===== src/rtl/mbist_march_ctrl_if.sv =====
// rtl/mbist_march_ctrl_if.sv - single-port sram access port driven by the march controller
interface mbist_march_ctrl_if #(
  parameter int ADDR_W = 6,
  parameter int DATA_W = 8
);
  logic [ADDR_W-1:0] ramaddr;
  logic [DATA_W-1:0] ramin;
  logic [DATA_W-1:0] ramout;
  logic              rwbar;
  logic              cs;

  modport master (output ramaddr, ramin, rwbar, cs, input ramout);
  modport slave  (input ramaddr, ramin, rwbar, cs, output ramout);
endinterface


===== src/rtl/mbist_march_ctrl.sv =====
// rtl/mbist_march_ctrl.sv - March C- BIST engine: one sram op per cycle, pipelined read compare
module mbist_march_ctrl #(
  parameter int                 ADDR_W       = 6,
  parameter int                 DATA_W       = 8,
  parameter logic [DATA_W-1:0]  BG_PATTERN   = 8'h00,
  parameter bit                 STOP_ON_FAIL = 1'b0
) (
  input  logic                clk,
  input  logic                rst_n,
  input  logic                start,
  mbist_march_ctrl_if.master  ram,
  output logic                busy,
  output logic                done,
  output logic                fail,
  output logic [ADDR_W-1:0]   fail_addr,
  output logic [DATA_W-1:0]   fail_data
);
  typedef enum logic [3:0] {IDLE, M0, M1, M2, M3, M4, M5, DRAIN, DONE} state_t;

  localparam logic [DATA_W-1:0] B0    = BG_PATTERN;
  localparam logic [DATA_W-1:0] B1    = ~BG_PATTERN;
  localparam logic [ADDR_W-1:0] A_MAX = '1;

  state_t              state_q, state_d;
  logic [ADDR_W-1:0]   addr_q, addr_d;
  logic                phase_q, phase_d;
  logic                cs_d, rwbar_d, busy_d, done_d;
  logic [ADDR_W-1:0]   ramaddr_d;
  logic [DATA_W-1:0]   ramin_d;
  logic                exp_valid_q, exp_valid_d;
  logic [DATA_W-1:0]   exp_data_q, exp_data_d;
  logic [ADDR_W-1:0]   exp_addr_q;
  logic                mismatch, accept, two_op, down, in_march;

  always_comb begin
    state_d   = state_q;
    addr_d    = addr_q;
    phase_d   = phase_q;
    accept    = 1'b0;
    mismatch  = exp_valid_q && (ram.ramout != exp_data_q);
    two_op    = (state_q == M1) || (state_q == M2) || (state_q == M3) || (state_q == M4);
    down      = (state_q == M3) || (state_q == M4);

    case (state_q)
      IDLE, DONE: begin
        if (start) begin
          accept  = 1'b1;
          state_d = M0;
          addr_d  = '0;
          phase_d = 1'b0;
        end
      end
      DRAIN: state_d = DONE;
      default: begin
        if (two_op && !phase_q) begin
          phase_d = 1'b1;
        end else if (addr_q == (down ? '0 : A_MAX)) begin
          phase_d = 1'b0;
          case (state_q)
            M0:      begin state_d = M1;    addr_d = '0;    end
            M1:      begin state_d = M2;    addr_d = '0;    end
            M2:      begin state_d = M3;    addr_d = A_MAX; end
            M3:      begin state_d = M4;    addr_d = A_MAX; end
            M4:      begin state_d = M5;    addr_d = '0;    end
            default: begin state_d = DRAIN; addr_d = '0;    end
          endcase
        end else begin
          phase_d = 1'b0;
          addr_d  = down ? addr_q - 1'b1 : addr_q + 1'b1;
        end
      end
    endcase

    if (STOP_ON_FAIL && mismatch) state_d = DONE;

    // Output registers are loaded with the op that the next state will issue.
    in_march  = (state_d == M0) || (state_d == M1) || (state_d == M2) ||
                (state_d == M3) || (state_d == M4) || (state_d == M5);
    cs_d      = in_march;
    ramaddr_d = in_march ? addr_d : '0;
    rwbar_d   = 1'b1;
    ramin_d   = '0;
    case (state_d)
      M0:      begin rwbar_d = 1'b0;     ramin_d = B0; end
      M1:      begin rwbar_d = !phase_d; ramin_d = B1; end
      M2:      begin rwbar_d = !phase_d; ramin_d = B0; end
      M3:      begin rwbar_d = !phase_d; ramin_d = B1; end
      M4:      begin rwbar_d = !phase_d; ramin_d = B0; end
      M5:      begin rwbar_d = 1'b1;     ramin_d = B0; end
      default: ;
    endcase
    busy_d = in_march || (state_d == DRAIN);
    done_d = (state_d == DONE);

    exp_valid_d = ram.cs && ram.rwbar && (state_d != DONE);
    exp_data_d  = ((state_q == M2) || (state_q == M4)) ? B1 : B0;
  end

  always_ff @(posedge clk or negedge rst_n) begin
    if (!rst_n) begin
      state_q     <= IDLE;
      addr_q      <= '0;
      phase_q     <= 1'b0;
      ram.cs      <= 1'b0;
      ram.rwbar   <= 1'b1;
      ram.ramaddr <= '0;
      ram.ramin   <= '0;
      busy        <= 1'b0;
      done        <= 1'b0;
      exp_valid_q <= 1'b0;
      exp_data_q  <= '0;
      exp_addr_q  <= '0;
      fail        <= 1'b0;
      fail_addr   <= '0;
      fail_data   <= '0;
    end else begin
      state_q     <= state_d;
      addr_q      <= addr_d;
      phase_q     <= phase_d;
      ram.cs      <= cs_d;
      ram.rwbar   <= rwbar_d;
      ram.ramaddr <= ramaddr_d;
      ram.ramin   <= ramin_d;
      busy        <= busy_d;
      done        <= done_d;
      exp_valid_q <= exp_valid_d;
      exp_data_q  <= exp_data_d;
      exp_addr_q  <= ram.ramaddr;
      // Only the first mismatch of a run is captured; a new run clears it.
      if (accept) begin
        fail      <= 1'b0;
        fail_addr <= '0;
        fail_data <= '0;
      end else if (mismatch && !fail) begin
        fail      <= 1'b1;
        fail_addr <= exp_addr_q;
        fail_data <= ram.ramout;
      end
    end
  end
endmodule


===== src/flat_wrapper.sv =====
// flat-port wrapper written by rule: the top's interface ports become plain ports
module mbist_march_ctrl_flat 
#(
  parameter int                 ADDR_W       = 6,
  parameter int                 DATA_W       = 8,
  parameter logic [DATA_W-1:0]  BG_PATTERN   = 8'h00,
  parameter bit                 STOP_ON_FAIL = 1'b0
)
  (clk, rst_n, start, busy, done, fail, fail_addr, fail_data, ram_ramaddr, ram_ramin, ram_rwbar, ram_cs, ram_ramout);
  mbist_march_ctrl_if #(.ADDR_W(ADDR_W), .DATA_W(DATA_W)) ram_i ();
  input  logic clk;
  input  logic rst_n;
  input  logic start;
  output logic busy;
  output logic done;
  output logic fail;
  output logic [ADDR_W-1:0] fail_addr;
  output logic [DATA_W-1:0] fail_data;
  output wire logic [$bits(ram_i.ramaddr)-1:0] ram_ramaddr;
  output wire logic [$bits(ram_i.ramin)-1:0] ram_ramin;
  output wire logic [$bits(ram_i.rwbar)-1:0] ram_rwbar;
  output wire logic [$bits(ram_i.cs)-1:0] ram_cs;
  input wire logic [$bits(ram_i.ramout)-1:0] ram_ramout;
  assign ram_ramaddr = ram_i.ramaddr;
  assign ram_ramin = ram_i.ramin;
  assign ram_rwbar = ram_i.rwbar;
  assign ram_cs = ram_i.cs;
  assign ram_i.ramout = ram_ramout;
  mbist_march_ctrl #(.ADDR_W(ADDR_W), .DATA_W(DATA_W), .BG_PATTERN(BG_PATTERN), .STOP_ON_FAIL(STOP_ON_FAIL)) u_core (.clk(clk), .rst_n(rst_n), .start(start), .ram(ram_i), .busy(busy), .done(done), .fail(fail), .fail_addr(fail_addr), .fail_data(fail_data));
endmodule

===== config.mk =====
export PLATFORM = sky130hd
export DESIGN_NAME = mbist_march_ctrl_flat
export DESIGN_NICKNAME = d
export VERILOG_FILES = /design/src/rtl/mbist_march_ctrl_if.sv /design/src/rtl/mbist_march_ctrl.sv /design/src/flat_wrapper.sv
export SDC_FILE = /design/constraint.sdc
export NUM_CORES = 1
export LEC_CHECK = 0
export BUFFER_PORTS_ARGS = -buffer_cell sky130_fd_sc_hd__buf_2
export CAP_MARGIN = 20
export CORE_MARGIN = 2
export CORE_UTILIZATION = 55
export CTS_CLUSTER_SIZE = 30
export DETAILED_ROUTE_END_ITERATION = 10
export PLACE_DENSITY = 0.85
export SYNTH_ARGS = -nofsm -noshare
export SYNTH_HDL_FRONTEND = slang
export SYNTH_SLANG_ARGS = --single-unit

===== constraint.sdc =====
create_clock -name clk -period 3.2 [get_ports clk]
set_input_delay 0.16 -clock clk [delete_from_list [all_inputs] [get_ports clk]]
set_output_delay 0.16 -clock clk [all_outputs]
set_load 0.05 [all_outputs]

-- Yosys cells after proc, flatten, opt, wreduce, memory -nomap -nowiden
Cells that the tools add are included.
Widths: inputs -> output; s select.
- input bits: 11
- bits in latches: 0
- word-level logic and storage cells: 87
- flip-flop bits (word level): 59
- RAM bits: 0
- output and inout bits: 33
- memories kept: 0
- bits in read-only memories: 0
- multiplexer cells: 27
- equal/unequal tests: 18
- add/subtract/negate cells: 2
- multipliers: 0
- div/mod/pow operators: 0
- bitwise gates (word level): 0
- order comparisons: 0
- reductions and logical operators: 25
- shifts and indexed selects: 0
- operator list (operator ; count):
    $mux 6 ; 9
    $mux 8 ; 4
    $eq 4x3->1 const B ; 7
    $eq 4x2->1 const B ; 4
    $pmux 3 s5 ; 1
    $mux 4 ; 3
    $pmux 6 s2 ; 1
    $logic_or 1x1->1 ; 11
    $eq 4x1->1 const B ; 2
    $eq 4x4->1 const B ; 2
    $ne 8x8->1 ; 1
    $pmux 4 s2 ; 1
    $add 6x1->6 const B ; 1
    $eq 6x6->1 ; 1
    $mux 1 ; 6
    $reduce_or 2->1 ; 3
    $sub 6x1->6 const B ; 1
    $logic_and 1x1->1 ; 5
    $logic_not 4->1 ; 1
    $ne 4x4->1 const B ; 1
    $pmux 1 s2 ; 2
    $reduce_or 4->1 ; 1
    $logic_not 1->1 ; 3
    $reduce_bool 2->1 ; 1

-- Depth between registers and ports, before layout
- depth in word-level cells: 14
- depth in mapped cells: 9
- mapped depth without buffers: 8

-- Least setup slack after synthesis
No wires, ideal clock.
- kind: reg2reg
- from: reg u_core.state_q[3]
- to: reg u_core.ram.ramaddr[5]
- setup time: 143 ps
- required time: 3057 ps
- stages on the path, launching flop included: 10
- arrival: 2396 ps
- period minus slack after synthesis: 2540 ps
- setup slack: 660 ps
- path buffers: 2
- cell sequence: dfrtp_1 buf_2 nor3b_4 ha_1 and4_1 clkbuf_1 a211o_1 a221oi_1 a2111oi_0 nor3_1
- longest elaborated chain between the ends: 14
- elaborated cells on any way between the ends: 39
- classes of those cells: 14 x eq/ne; 12 x mux; 13 x reduce/logical
- RTL lines (what ; line ; source):
    from (decl) ; mbist_march_ctrl.sv:24 ; state_t state_q, state_d;
    from (signal assigned) ; mbist_march_ctrl.sv:117 ; state_q <= state_d;
    $eq 4x3->1 or $eq 4x2->1 (tied branches) ; mbist_march_ctrl.sv:41, mbist_march_ctrl.sv:42, mbist_march_ctrl.sv:59 ;
    $logic_or 1x1->1 (on tied branches) ; mbist_march_ctrl.sv:42, mbist_march_ctrl.sv:41 ;
    $mux 6 or $logic_or 1x1->1 (tied branches) ; mbist_march_ctrl.sv:57, mbist_march_ctrl.sv:41 ;
    $eq 6x6->1 or $logic_or 1x1->1 (tied branches) ; mbist_march_ctrl.sv:57, mbist_march_ctrl.sv:41 ;
    $mux 4 or $logic_and 1x1->1 (tied branches) ; mbist_march_ctrl.sv:57, mbist_march_ctrl.sv:55 ;
    $mux 4 ; mbist_march_ctrl.sv:55 ; if (two_op && !phase_q) begin
    $pmux 4 s2 ; mbist_march_ctrl.sv:44 ; case (state_q)
    $eq 4x1->1 or $eq 4x2->1 (tied branches) ; mbist_march_ctrl.sv:77 ; in_march = (state_d == M0) || (state_d == M1) || (state_d == M2) ||
    $logic_or 1x1->1 (3 in series) ; mbist_march_ctrl.sv:77 ;
    $logic_or 1x1->1 (2 in series) ; mbist_march_ctrl.sv:78 ; (state_d == M3) || (state_d == M4) || (state_d == M5);
    $mux 6 (*) ; mbist_march_ctrl.sv:80 ; ramaddr_d = in_march ? addr_d : '0;
    via u_core.ramaddr_d[5] ; mbist_march_ctrl.sv:28 ; logic [ADDR_W-1:0] ramaddr_d;
    to (signal assigned) ; mbist_march_ctrl.sv:122 ; ram.ramaddr <= ramaddr_d;
    to (decl) ; mbist_march_ctrl_if.sv:12 ; modport master (output ramaddr, ramin, rwbar, cs, input ramout);
Mark *: on every way through the listed nets, which the timed path passes. The rest lies on a longest branch.
A chain may end at the register's enable or synchronous reset.

-- Worst setup path in the final report
- from: reg u_core.state_q[3]
- to: reg u_core.addr_q[5]
- longest elaborated chain between the ends: 7
- elaborated cells on any way between the ends: 21
- classes of those cells: 7 x eq/ne; 6 x mux; 8 x reduce/logical
- RTL lines (what ; line ; source):
    $eq 4x3->1, or another cell as far along ; mbist_march_ctrl.sv:41, mbist_march_ctrl.sv:42, mbist_march_ctrl.sv:59 ;
    $logic_or 1x1->1 (on tied branches) ; mbist_march_ctrl.sv:42, mbist_march_ctrl.sv:41 ;
    $mux 6 or $logic_or 1x1->1 (tied branches) ; mbist_march_ctrl.sv:57, mbist_march_ctrl.sv:41 ;
    $eq 6x6->1 or $logic_or 1x1->1 (tied branches) ; mbist_march_ctrl.sv:57, mbist_march_ctrl.sv:41 ;
    $mux 6 or $logic_and 1x1->1 (tied branches) ; mbist_march_ctrl.sv:57, mbist_march_ctrl.sv:55 ;
    $mux 6 ; mbist_march_ctrl.sv:55 ;
    $pmux 6 s2 (*) ; mbist_march_ctrl.sv:44 ;
    via u_core.addr_d[5] ; mbist_march_ctrl.sv:25 ; logic [ADDR_W-1:0] addr_q, addr_d;
    to (signal assigned) ; mbist_march_ctrl.sv:118 ; addr_q <= addr_d;
    to (decl) ; mbist_march_ctrl.sv:25 ;
Marked as above.

==> reports/summary.json <==
{
  "placed_design": {
    "placed_cells": 310,
    "dpl-instance-area_um2": 2510,
    "detailedPlacementHpwl_um": 3580,
    "finalWeightedCongestion": 0.876,
    "placement.io_buffers": 43
  },
  "sta": {
    "worst_slew_pin_slew_ns": 0.969,
    "max-slew-margin-rel": 0.352,
    "timing_hold_violations_final": 3,
    "post-route-period-util": 0.846,
    "clock-skew-final_ns": 0.00923,
    "period_needed_ns": 2.71,
    "grt_setup_unrepaired": "false",
    "final-setup-viol-count": 0,
    "achievable-frequency_mhz": 369,
    "final-max-slew-violation-count": 0,
    "timing.setup.tns_ns": 0,
    "holdWs_ns": -0.000528
  },
  "clock_network": {
    "number_of_buffers_on_the_longest_clock_path": 2,
    "clock_sink_count": 45,
    "clock_slew_at_reported_path_ffs_ns": 0.09,
    "post-cts-setup-buffers": 0,
    "cts_made_buffers": 5,
    "clock-root-buffer": "sky130_fd_sc_hd__clkbuf_8",
    "cts_hold_buf": 0,
    "tritoncts": "done",
    "post_cts.resized_instances": 0,
    "h-tree-depth": 2,
    "worstSkewPairLatency_ns": 0.31
  },
  "worst_setup_path": {
    "critPathRequiredTime_ns": 3.37,
    "critical_path.max_fanout": 10,
    "worst_setup_path_end_kind": "register",
    "reg2reg_start": "u_core.state_q[3]$_DFF_PN0_",
    "crit_path_cell_trace": "nor3b_4 > ha_1 > and4_1 > a211o_1 > a221oi_1 > a2111oi_0 > nor2_1",
    "worstPathArrival_ns": 2.87,
    "critPathKind": "reg -> reg",
    "register_to_register_path_depth": 7,
    "slowest_stage": "sky130_fd_sc_hd__a2111oi_0",
    "critical_path.max_stage_delay_ns": 0.59,
    "startpoint_type": "register",
    "r2r-end": "u_core.addr_q[5]$_DFF_PN0_",
    "ff2ff_setup_slack_ns": 0.49
  },
  "yosys": {
    "synth_most_common_cell": "sky130_fd_sc_hd__dfrtp_1",
    "main_combinational_cell_family_by_area_after_synthesis": "compound AO/OA/AOI/OAI gates",
    "synth.top_cells.by_count": "sky130_fd_sc_hd__dfrtp_1 (44), sky130_fd_sc_hd__nor2_1 (22), sky130_fd_sc_hd__nand2_1 (15)",
    "synth_cells": 230,
    "yosys.area.top_type": "sky130_fd_sc_hd__dfrtp_1",
    "synth_top_flop_cell": "sky130_fd_sc_hd__dfrtp_1",
    "mappedNetlistArea_um2": 2300,
    "synth_compound_gate_area_share": 0.167,
    "post_synth_main_area_contributors": "sky130_fd_sc_hd__dfrtp_1 (48%), sky130_fd_sc_hd__mux2i_1 (6.1%), sky130_fd_sc_hd__nor2_1 (3.6%)",
    "synth-async-reset-ratio": 1.00,
    "ys_types": 49,
    "synth-xor-area-share": 0.0153,
    "postSynthRegisterBits": 45,
    "synth.avg_cell_area_um2": 9.99,
    "yosysWarningCount": 0,
    "synth_fa_ha_area_frac": 0.0305,
    "synth.top_cell.area_share": 0.479,
    "seq_area_frac_synth": 0.491,
    "synth.mux.area_fraction": 0.0768,
    "synth_edf_count": 0,
    "post_synth_and_or_nand_nor_area_fraction": 0.157,
    "synth_fp_nets": 246
  },
  "final_layout": {
    "final_core_util": 0.652,
    "post_layout_instance_area_um2": 2610,
    "num-nets-final": 283,
    "diodes": 0,
    "instances_no_fill": 318,
    "n_fill_cell": 315,
    "area_growth_from_synthesis_to_final_layout_pct": 13.5,
    "share_of_cells_above_drive_strength_1": 0.239
  },
  "drt": {
    "drt.antenna.violating_nets": 0,
    "drtIter0Drc": 170,
    "route.layer.met1.wl_um": 2020,
    "viasPerCell": 5.91,
    "met3_wirelength_um": 300,
    "dr_pass1_iterations": 5,
    "post_drt_wl_per_cell_um": 15.2,
    "totalWireLength_um": 4850,
    "drcViolationCount": 0,
    "topRoutingLayerUsed": "met4",
    "dr_total_vias": 1880,
    "total_met2_wirelength_after_detailed_routing_um": 2390
  },
  "min_path": {
    "hp-class": "in -> async"
  },
  "status": {
    "violations": "negative hold slack",
    "outcome": "finished, violations left"
  },
  "global_route": {
    "number_of_antenna_violations_at_the_first_check_in_global_routing": 0,
    "vias_in_the_first_global_route": 1779,
    "globalRoute.totalOverflow": 0,
    "first_pass_grt_wire_length_um": 7790,
    "groute.usage.overall": 0.224,
    "grt_start_max_net_pins": 46
  },
  "floorplanning": {
    "placementRows": 23,
    "dieArea_um2": 4710,
    "design.portCount": 44,
    "area_inside_the_core_boundary_um2": 4000,
    "initial_cell_density_of_the_core": 0.574,
    "die_y_um": 68.6,
    "chipWidth_um": 68.6
  },
  "run": {
    "drv.max_cap_violation_count": 0
  },
  "pwr": {
    "vdd_ir_drop_max_mv": 0.410,
    "cellLeakagePower_nw": 1.38,
    "p_per_area_nw_per_um2": 1130
  }
}
[per-stage QoR]
stage / total power [mW] / setup slack [ns]
6_report: 2.95 / 0.493
5_1_grt: 3.16 / 0.302
4_1_cts: 2.96 / 0.515
3_5_place_dp: 2.59 / 0.535
3_3_place_gp: 2.55 / 0.627
2_1_floorplan: 2.23 / 0.660
[worst max-delay path by stage]
stage                                start                              end  slack, ns  cells after the start
2_1_floorplan  u_core.state_q[3]$_DFF_PN0_  u_core.ram.ramaddr[5]$_DFF_PN0_       0.66                      9
5_1_grt        u_core.state_q[3]$_DFF_PN0_       u_core.addr_q[5]$_DFF_PN0_       0.30                      7
4_1_cts        u_core.state_q[3]$_DFF_PN0_       u_core.addr_q[5]$_DFF_PN0_       0.52                      7
3_5_place_dp   u_core.state_q[3]$_DFF_PN0_  u_core.ram.ramaddr[5]$_DFF_PN0_       0.54                      7
6_report       u_core.state_q[3]$_DFF_PN0_       u_core.addr_q[5]$_DFF_PN0_       0.49                      7
3_3_place_gp   u_core.state_q[3]$_DFF_PN0_  u_core.ram.ramaddr[5]$_DFF_PN0_       0.63                      7
[critical path: cells and delay by family (launching register included)]
family	cells	cell delay, ns
AO/OA/AOI/OAI	3	0.83
adder cells (fa/ha/maj)	1	0.32
flip-flops	1	0.41
AND/OR/NAND/NOR	3	1.00
[sequential cells by signal, summed over array words and instances (netlist names)]
register	count
u_core.addr_q	6
u_core.busy	1
u_core.done	1
u_core.exp_addr_q	6
u_core.exp_data_q	1
u_core.exp_valid_q	1
u_core.fail	1
u_core.fail_addr	6
u_core.fail_data	8
u_core.phase_q	1
u_core.ram.cs	1
u_core.ram.ramaddr	6
u_core.ram.ramin	1
u_core.ram.rwbar	1
u_core.state_q	4
[cell type report]
| class | count | area (um2) | area share |
|---|---|---|---|
| flip-flops and latches | 45 | 1130 | 0.432 |
| multi-input cells | 155 | 1030 | 0.393 |
| repair buffers | 48 | 253 | 0.0969 |
| clock buffers | 5 | 68.8 | 0.0264 |
| well taps | 50 | 62.6 | 0.0240 |
| inverters | 12 | 45.0 | 0.0173 |
| clock inverters | 3 | 25.0 | 0.00960 |
[layout by cell type, fill, tap and decap left out, drive strengths merged, types with 2 or more instances in the layout]
cell type,Yosys,final
a21oi,14,14
xnor2,4,4
o21a,2,2
o21ai,14,14
buf,12,48
or3,5,5
nor4,3,3
nand3,6,6
a221oi,2,2
ha,4,4
dfrtp,44,44
nand2b,4,4
nor3,6,6
inv,12,13
nand4,3,3
o22ai,4,4
and2,2,2
nand2,15,15
a21o,4,4
a2111oi,2,2
nor2,22,22
mux2,2,2
clkbuf,6,5
a211oi,5,5
mux2i,15,15
a32oi,2,2
[metal layers]
| layer | track usage | up-vias |
|---|---|---|
| met5 | 0 | - |
| met4 | 0.105 | 0 |
| met3 | 0.0519 | 12 |
| met2 | 0.375 | 84 |
| met1 | 0.273 | 891 |
| li1 | - | 893 |
[cell families after synthesis]
family | after synthesis
AND/OR/NAND/NOR | 71
flip-flops | 45
AO/OA/AOI/OAI | 58
multiplexers | 17
adder cells (fa/ha/maj) | 5
buffers and inverters | 30
XOR/XNOR | 4
[power by group]
group	total [mW]	internal, mW	switching [mW]
clock network	0.361	0.158	0.203
registers	0.964	0.798	0.166
logic	1.63	0.489	1.14
(Power assumes the default switching activity.)
